[src/rtl/psan_sigmoid.sv]
// psan_sigmoid: piecewise-linear sigmoid, Q5.10 signed in, Q0.10 unsigned out.
// Four shift-and-add segments on |x|. Negative inputs use f(-x) = 1 - f(x).
// The result is registered, so f_x shows the value of x sampled at the last
// rising clock edge. The active-low reset clears f_x without waiting for a clock.
module psan_sigmoid (
    input  logic        clk,
    input  logic        reset,
    input  logic [15:0] x,
    output logic [15:0] f_x
);

    logic        neg;
    logic [16:0] x_ext;
    logic [16:0] a;
    logic [10:0] shifted;
    logic [10:0] offset;
    logic [10:0] y;
    logic [10:0] res;

    // Magnitude of x in 17 bits, so that 16'h8000 becomes +32768 instead of wrapping.
    always_comb begin
        neg   = x[15];
        x_ext = {x[15], x};
        a     = neg ? (~x_ext + 17'd1) : x_ext;
    end

    // Choose the segment. Each segment supplies a shifted magnitude and an offset.
    // In every segment, a is below that segment's upper boundary. Each slice
    // therefore holds the complete shifted value. Saturation adds 0 to 1024.
    always_comb begin
        shifted = 11'd0;
        offset  = 11'd1024;
        if (a >= 17'd5120) begin
            shifted = 11'd0;
            offset  = 11'd1024;
        end else if (a >= 17'd2432) begin
            shifted = {3'b000, a[12:5]};
            offset  = 11'd864;
        end else if (a >= 17'd1024) begin
            shifted = {2'b00, a[11:3]};
            offset  = 11'd640;
        end else begin
            shifted = {3'b000, a[9:2]};
            offset  = 11'd512;
        end
    end

    // The adder is shared by all segments. Negative inputs are reflected about 0.5.
    always_comb begin
        y   = shifted + offset;
        res = neg ? (11'd1024 - y) : y;
    end

    // Output register. An asynchronous clear discards any result still in flight.
    always_ff @(posedge clk or negedge reset) begin
        if (!reset) begin
            f_x <= 16'd0;
        end else begin
            f_x <= {5'b00000, res};
        end
    end

endmodule

[config.mk]
export PLATFORM = sky130hd
export DESIGN_NAME = psan_sigmoid
export DESIGN_NICKNAME = d
export VERILOG_FILES = /design/src/rtl/psan_sigmoid.sv
export SDC_FILE = /design/constraint.sdc
export NUM_CORES = 1
export LEC_CHECK = 0
export BUFFER_PORTS_ARGS = -buffer_cell sky130_fd_sc_hd__buf_2
export CAP_MARGIN = 15
export CORE_MARGIN = 2
export CORE_UTILIZATION = 50
export DETAILED_ROUTE_END_ITERATION = 8
export GPL_TIMING_DRIVEN = 1
export MAX_ROUTING_LAYER = met4
export PLACE_DENSITY = 0.75
export SYNTH_ARGS = -nofsm -noshare
export SYNTH_HDL_FRONTEND = slang
export SYNTH_SLANG_ARGS = --single-unit
export TNS_END_PERCENT = 50
[constraint.sdc]
create_clock -name clk -period 0.9 [get_ports clk]
set_input_delay 0.18 -clock clk [delete_from_list [all_inputs] [get_ports clk]]
set_output_delay 0.18 -clock clk [all_outputs]
set_load 0.03 [all_outputs]
==> impl_metrics.py <==
metrics = {
    "yosys": {
        "ys_seq_area_share_pct": 18.1,
        "synth_edf_count": 0,
        "synth_flop_cell": "dfrtp_1",
        "ys_seq_elements": 11,
        "synth_warnings": 0,
        "async_reset_ff_share_pct": 100,
        "synthesis.instances": 180,
        "yosysUniqueCellTypes": 59,
        "netlist_area_um2": 1520,
        "syn_avg_cell_area_um2": 8.45,
    },
    "power_and_ir_drop": {
        "power_mw": 3.06,
        "ir_worst_vdd_mv": 0.451,
        "leakage_nw": 1.26,
        "p_per_area_nw_per_um2": 1130,
    },
    "cts": {
        "clkTransAtPathRegs_ns": 0.08,
        "cts_sinks": 11,
        "cts_root_buf": "clkbuf_4",
        "cts.htree.levels": 1,
        "cts_tree": "done",
        "numCtsBuffers": 3,
        "cts_buffer_depth": 2,
    },
    "drt": {
        "drc": 0,
        "final_antenna_net_count": 0,
        "drt_iter0_drc": 182,
        "vias": 2095,
        "first_pass_iters": 5,
        "wl_per_cell_um": 20.4,
        "wl_um": 6710,
        "viasPerCell": 6.39,
    },
    "timing": {
        "finalWorstSetupSlack_ns": -2.62,
        "finalCritPeriodShare_pct": 391,
        "fmax_mhz": 284,
        "tns_ns": -24.71,
        "slew_violations": 0,
        "finalHoldViolCount": 0,
        "rsz0062_at_grt": "true",
        "min_period_ns": 3.52,
        "finalSetupViolations": 22,
    },
    "cells_and_area": {
        "regMostFlops": "f_x",
        "layout_common_cells": "buf_4 (83), buf_6 (20), buf_2 (14), dfrtp_1 (11)",
        "largest_register_ffs": 11,
        "drive_above_1_share_pct": 56.3,
        "syn2layout_area_growth_pct": 77.9,
        "reg.largest.list": "f_x (11)",
        "finish.net_count": 321,
        "final_common_cell": "buf_4",
        "antenna_cells": 0,
    },
    "setup_path": {
        "end_kind": "register",
        "required_ns": 1.04,
        "cp-start-kind": "input port",
        "worstPathArrival_ns": 3.66,
        "critical_path_class": "input port to register",
        "path_max_fanout": 3,
    },
    "job": {
        "maxCapViolCount": 0,
    },
    "placement": {
        "hpwlAfterDp_um": 3800,
        "dp_slack_ns": -2.73,
        "portBuffers": 28,
        "place_congestion": 0.904,
    },
    "outcome": {
        "violations": "negative setup slack",
        "status": "finished with violations",
    },
    "grt": {
        "grt_pass1_vias": 1874,
        "grt-ovfl-total": 0,
        "grt_usage_pct": 30.7,
        "grt_max_degree": 13,
        "antenna_found_initial": 0,
        "grt_pass1_wl_um": 8160,
    },
    "floorplan": {
        "boundaryPins": 34,
        "core_area_um2": 2980,
        "rows": 20,
        "dieArea_um2": 3500,
        "initial_core_util_pct": 51.1,
        "fp.dieW_um": 59.1,
        "die_h_um": 59.1,
    },
    "worst_hold_path": {
        "hold_class": "input port to asynchronous set/reset pin",
    },
}
final cells by class:
cell class              instances  area, um^2
inverters                       5        21.3
repair buffers                120         958
multi-input cells             155        1380
fillers                       121         274
clock buffers                   4        26.3
flip-flops and latches         11         275
well taps                      33        41.3
routing by layer:
layer	up-vias	share of wire, %	GRT usage, %
met3	50	8.0	1.31
met1	993	35	31.0
li1	902	-	-
met5	-	0	-
met4	0	5.2	10.4
met2	150	52	61.7
synthesized netlist by cell type, drive strengths merged (2+ instances only):
master / instances / area (um^2)
xor2: 8 / 77.6
nand2: 9 / 33.8
o21bai: 2 / 15.0
nor3: 8 / 40.0
clkbuf: 5 / 18.8
o21ai: 7 / 38.8
a21o: 2 / 15.0
or3: 4 / 25.0
nand3: 4 / 20.0
nand4: 2 / 12.5
nor3b: 2 / 15.0
nand2b: 2 / 12.5
nor2b: 4 / 25.0
dfrtp: 11 / 275
nor4: 2 / 18.8
and2: 3 / 18.8
o22ai: 3 / 18.8
a21oi: 13 / 76.3
xnor2: 13 / 114
ha: 6 / 75.1
inv: 5 / 18.8
mux2i: 7 / 70.1
mux2: 3 / 33.8
o31ai: 6 / 45.0
or4: 2 / 18.8
a311o: 2 / 20.0
nor2: 12 / 45.0
a41oi: 2 / 17.5
o41ai: 3 / 60.1
o211ai: 2 / 15.0
buf: 8 / 53.8
final timing paths:
check | from | to | slack, ns | cells past startpoint
min | reset | f_x[1]$_DFF_PN0_ | 0.29 | 2
max | x[10] | f_x[10]$_DFF_PN0_ | -2.62 | 16
min in group clk | x[15] | f_x[4]$_DFF_PN0_ | 0.46 | 4
max in group asynchronous | reset | f_x[10]$_DFF_PN0_ | 0.40 | 2
power breakdown:
part / internal, mW / switching, mW
Combinational: 0.973 / 1.08
Clock: 0.171 / 0.177
Sequential: 0.597 / 0.0618
kinds of logic (layout without fill, tap and decap cells):
kind of cell	Yosys count	after routing	share of synthesized area, %
compound gates	53	53	28.5
xor+xnor	21	21	12.6
fa+ha+maj	7	7	6.26
buf+inv	18	129	6.01
flops	11	11	18.1
mux	10	10	6.83
other cells	1	5	0.247
simple gates	59	59	21.5
timing repair:
item,CTS,global route
pin swaps,13,24
hold buffers,1,0
endpoints found under the hold margin,11,0
buffers inserted,4,15
cloned,0,0
resized for setup,35,35
setup endpoints to repair,22,22
critical path, cell delays in order:
cell and delay (ns):
buf_2 0.11, or4_4 0.53, o41ai_4 0.47, xor2_2 0.27
o21ai_4 0.13, nor2_2 0.19, nand2_1 0.09, o211ai_1 0.12
o31ai_2 0.10, ha_2 0.21, fa_2 0.37, a21o_1 0.19
a21oi_2 0.21, xnor2_2 0.17, nor4b_4 0.22, a21oi_1 0.10
per-stage QoR:
stage | cell area [um^2] | instances | util, % | hold slack [ns]
floorplan | 1590 | 184 | - | -0.116
global placement | 2220 | 305 | 74.7 | 0.0449
detailed placement | 2220 | 305 | 74.7 | 0.0552
CTS | 2410 | 314 | 81.1 | 0.308
global route | 2700 | 328 | 90.8 | 0.329
finish | 2700 | 328 | 90.8 | 0.292
Note: power is estimated with default switching activity, not from simulation.
